### src/rtl/membership_bit_serializer.sv
// membership_bit_serializer: latches five membership degrees and streams them MSB-first
// to a downstream comparator, capturing the winning index (or a tie) when the stream ends.
module membership_bit_serializer #(
  parameter int WIDTH = 8
) (
  input  logic             clock,
  input  logic             reset,
  input  logic             io_in_valid,
  output logic             io_in_ready,
  input  logic [WIDTH-1:0] io_in_bits_0,
  input  logic [WIDTH-1:0] io_in_bits_1,
  input  logic [WIDTH-1:0] io_in_bits_2,
  input  logic [WIDTH-1:0] io_in_bits_3,
  input  logic [WIDTH-1:0] io_in_bits_4,
  output logic             io_start,
  output logic             io_outputs_0,
  output logic             io_outputs_1,
  output logic             io_outputs_2,
  output logic             io_outputs_3,
  output logic             io_outputs_4,
  input  logic             io_resultValid,
  input  logic [2:0]       io_result,
  output logic             io_out_valid,
  input  logic             io_out_ready,
  output logic [2:0]       io_out_index,
  output logic             io_out_tie,
  output logic             io_busy
);
  localparam int CW = $clog2(WIDTH + 1);
  typedef enum logic [1:0] {IDLE, STREAM, DONE} state_e;
  state_e                state_q, state_d;
  logic [4:0][WIDTH-1:0] sr_q, sr_d;
  logic [CW-1:0]         cnt_q, cnt_d;
  logic [2:0]            idx_q, idx_d;
  logic                  tie_q, tie_d;
  logic                  last;
  assign last = cnt_q == CW'(WIDTH - 1);
  always_comb begin
    state_d = state_q;
    sr_d    = sr_q;
    cnt_d   = cnt_q;
    idx_d   = idx_q;
    tie_d   = tie_q;
    case (state_q)
      IDLE: if (io_in_valid) begin
        sr_d    = {io_in_bits_4, io_in_bits_3, io_in_bits_2, io_in_bits_1, io_in_bits_0};
        cnt_d   = '0;
        state_d = STREAM;
      end
      STREAM: begin
        cnt_d = cnt_q + CW'(1);
        for (int k = 0; k < 5; k++) sr_d[k] = sr_q[k] << 1;
        if (io_resultValid || last) begin
          idx_d   = io_result;
          tie_d   = !io_resultValid;
          state_d = DONE;
        end
      end
      DONE:    state_d = io_out_ready ? IDLE : DONE;
      default: state_d = IDLE;
    endcase
  end
  always_ff @(posedge clock) begin
    if (reset) begin
      state_q <= IDLE;
      sr_q    <= '0;
      cnt_q   <= '0;
      idx_q   <= '0;
      tie_q   <= 1'b0;
    end else begin
      state_q <= state_d;
      sr_q    <= sr_d;
      cnt_q   <= cnt_d;
      idx_q   <= idx_d;
      tie_q   <= tie_d;
    end
  end
  // the current bit is always the MSB because the registers shift left each cycle
  assign io_in_ready  = state_q == IDLE;
  assign io_start     = state_q == STREAM;
  assign io_out_valid = state_q == DONE;
  assign io_busy      = state_q != IDLE;
  assign io_outputs_0 = io_start & sr_q[0][WIDTH-1];
  assign io_outputs_1 = io_start & sr_q[1][WIDTH-1];
  assign io_outputs_2 = io_start & sr_q[2][WIDTH-1];
  assign io_outputs_3 = io_start & sr_q[3][WIDTH-1];
  assign io_outputs_4 = io_start & sr_q[4][WIDTH-1];
  assign io_out_index = idx_q;
  assign io_out_tie   = tie_q;
endmodule

### config.mk
export PLATFORM = sky130hd
export DESIGN_NAME = membership_bit_serializer
export DESIGN_NICKNAME = d
export VERILOG_FILES = /design/src/rtl/membership_bit_serializer.sv
export SDC_FILE = /design/constraint.sdc
export NUM_CORES = 1
export LEC_CHECK = 0
export CAP_MARGIN = 25
export CELL_PAD_IN_SITES_DETAIL_PLACEMENT = 2
export CELL_PAD_IN_SITES_GLOBAL_PLACEMENT = 2
export CORE_MARGIN = 8
export CORE_UTILIZATION = 31
export DETAILED_ROUTE_END_ITERATION = 10
export PLACE_DENSITY = 0.95
export SLEW_MARGIN = 5
export SYNTH_ARGS = -nofsm -noshare
export SYNTH_HDL_FRONTEND = slang
export SYNTH_SLANG_ARGS = --single-unit
### constraint.sdc
create_clock -name clock -period 3.2 [get_ports clock]
set_clock_uncertainty 0.1 [all_clocks]
set_input_delay 0.32 -clock clock [delete_from_list [all_inputs] [get_ports clock]]
set_output_delay 0.32 -clock clock [all_outputs]
set_load 0.02 [all_outputs]
==> flow_summary.ini <==
[die]
coreArea_mm2 = 0.008721
die_w_um = 110.6
die_area_mm2 = 0.01223
io_pins = 61
fp-row-count = 34
floorplan.initialDensity = 0.3181
die_y_um = 110.6

[placed_design]
place_area_mm2 = 0.003363
port_buffers = 60
dp_slack_ps = 924.8
place.gp.congestion = 0.7282
dp_hpwl_um = 6239

[setup_path]
critPathLaunchType = flop
crit_path_end_kind = primary output
cp.arrival_ps = 2190
slowest_delay_ps = 640
path_class = reg -> out
cpMaxStageDelayCell = dfxtp_2
cp_cell_sequence = nand2b_4 -> inv_2 -> clkdlybuf4s50_1
worstPathRequired_ps = 2780
cp_max_fo = 27

[cts]
cts_buffers = 5
root_buffer = clkbuf_8
cts_tree = built
cts_hold_buffers = 0
cts_resized = 0
postCtsSetupRepairBufs = 0
cts_max_level = 2
clkLatencyLatePin_ps = 310
clk_pin_slew_ps = 100
cts_sinks = 50
clk_path_buf_depth = 2

[flow_run]
cap_violations = 0

[yosys]
syn-cell-area_mm2 = 0.002774
avgSynthCellArea_um2 = 7.579
yosysUniqueCellTypes = 32
synth-edff-count = 0
yosysTopAreaCell = dfxtp_1
synth_area_leaders = dfxtp_1, o221a_2, a21oi_1, nor2_1, inv_1
synth_ff_type = dfxtp_1
synth_top_area_share = 0.3608
synth_seq_cells = 50
yosys_warnings = 0
synth_cells = 366
yosysSeqAreaShare = 0.3608
synthesis.nets = 415
async_reset_ff_frac = 0

[sta]
hold_violations = 0
min_period_over_period = 0.8149
fin_setup_tns_ps = 0
rsz0062_at_grt = no
max_slew.worst_pin.slew_ps = 597.1
fmaxAchievable_mhz = 383.5
relSlewSlack = 0.6019
period_needed_ps = 2608
setup_viol = 0
worst_slack_ps = 592.5
slew_violations = 0

[power_and_ir_drop]
pwr-share-comb = 0.234
switching_share = 0.3095
power.total_mw = 1.600
intPower_mw = 1.105
ir_worst_vdd_uv = 157.0
clkPwrFrac = 0.299
power_switching_uw = 495.2
power_frac_seq = 0.467
power_density_mw_per_mm2 = 456.6
static-leakage-power_nw = 1.368

[route]
drt-total-wl_um = 9350
antenna_left = 0
drcViolationCount = 0
drt_first_pass_iters = 4
vias = 2754
wl_per_cell_um = 18.26
via_per_inst = 5.379
dr.first_iter.drc_count = 83

[final_layout]
fillCellCount = 1019
final_common_cell = a21oi_1
multi_input_area_mm2 = 0.001454
drive_gt1_frac = 0.1386
final_cell_mix = a21oi_1, nor2_1, clkdlybuf4s50_1
ff_latch_area_mm2 = 0.001003
area_growth_pct = 26.30
final_util = 0.4017
n_antenna_cell = 0
stdcell_area_mm2 = 0.003503
nNetsFinal = 452

[status]
status = complete, no violations

[global_route]
grt_pass1_wl_um = 15370
grt_pass1_vias = 3112
grt_use_total = 0.1472
grt_start_max_net_pins = 64
antenna_found_initial = 0
overflow = 0

[hold_path]
min_path_type = in -> reg
through the flow:
stage / std cells / hold WS (ps)
2_1_floorplan: 366 / 316.6
3_5_place_dp: 503 / 392.7
6_report: 512 / 395.9
5_1_grt: 512 / 403.4
3_3_place_gp: 503 / 369.6
4_1_cts: 511 / 406.9
cell type report:
class | instances | share of cell area
Multi-Input combinational cell | 242 | 0.4150
Clock buffer | 5 | 0.01964
Tap cell | 108 | 0.03857
Inverter | 38 | 0.04071
Clock inverter | 3 | 0.01250
Sequential cell | 50 | 0.2864
Timing Repair Buffer | 66 | 0.1871
sequential cells by signal, summed over array words and instances, names as in the netlist:
register      cells
sr_q             40
cnt_q             4
io_out_index      3
state_q           2
io_out_tie        1
synthesized netlist by cell type (2+ instances only):
library cell  number
nand3b_1           6
buf_1              3
a22oi_1            2
nand4_1            3
dfxtp_1           50
o22ai_1            5
or2_2              2
a21oi_1           76
inv_1             37
or4b_1             5
buf_2             15
buf_6              3
nand2_1            7
o221a_2           34
nor2_1            75
nand4b_1           7
clkbuf_1          15
nor2b_1            7
critical path: cells and delay by family (launching register included):
kind / cells / cell delay [ps]
buffers and inverters: 2 / 770
DFF: 1 / 640
and+or+nand+nor: 1 / 450
logic make-up (layout without fill, tap and decap cells):
group | Yosys count | count (layout) | share of synthesized area
AOI/OAI and AO/OA | 123 | 123 | 0.3067
and+or+nand+nor | 117 | 117 | 0.2093
buffers and inverters | 74 | 112 | 0.1150
DFF | 50 | 50 | 0.3608
adders and majority gates | 1 | 1 | 0.004510
muxes | 1 | 1 | 0.003609
power by group through the flow:
stage / Clock, mW / Sequential [mW] / Combinational [mW]
4_1_cts: 0.483 / 0.746 / 0.376
2_1_floorplan: 0 / 0.734 / 0.246
3_3_place_gp: 0 / 0.753 / 0.349
5_1_grt: 0.504 / 0.756 / 0.414
3_5_place_dp: 0 / 0.759 / 0.371
6_report: 0.479 / 0.746 / 0.375
routing by layer:
layer / global-route usage / vias to the layer above / part of all wire
met2: 0.2635 / 45 / 0.50
met5: 0 / - / 0
met1: 0.1742 / 1354 / 0.46
li1: - / 1347 / -
met4: 0.02883 / 0 / 0.0079
met3: 0.03355 / 8 / 0.032
path summary, 6_finish.rpt:
kind | from | end | slack (ps) | cells past startpoint
setup / recovery | state_q[1] | io_start | 590 | 3
hold / removal | reset | cnt_q[0] | 400 | 2
setup reg to reg | state_q[1] | sr_q[39] | 1190 | 4
hold reg to reg | sr_q[24] | sr_q[24] | 410 | 2
No activity file was read; power rests on OpenSTA's default activity.
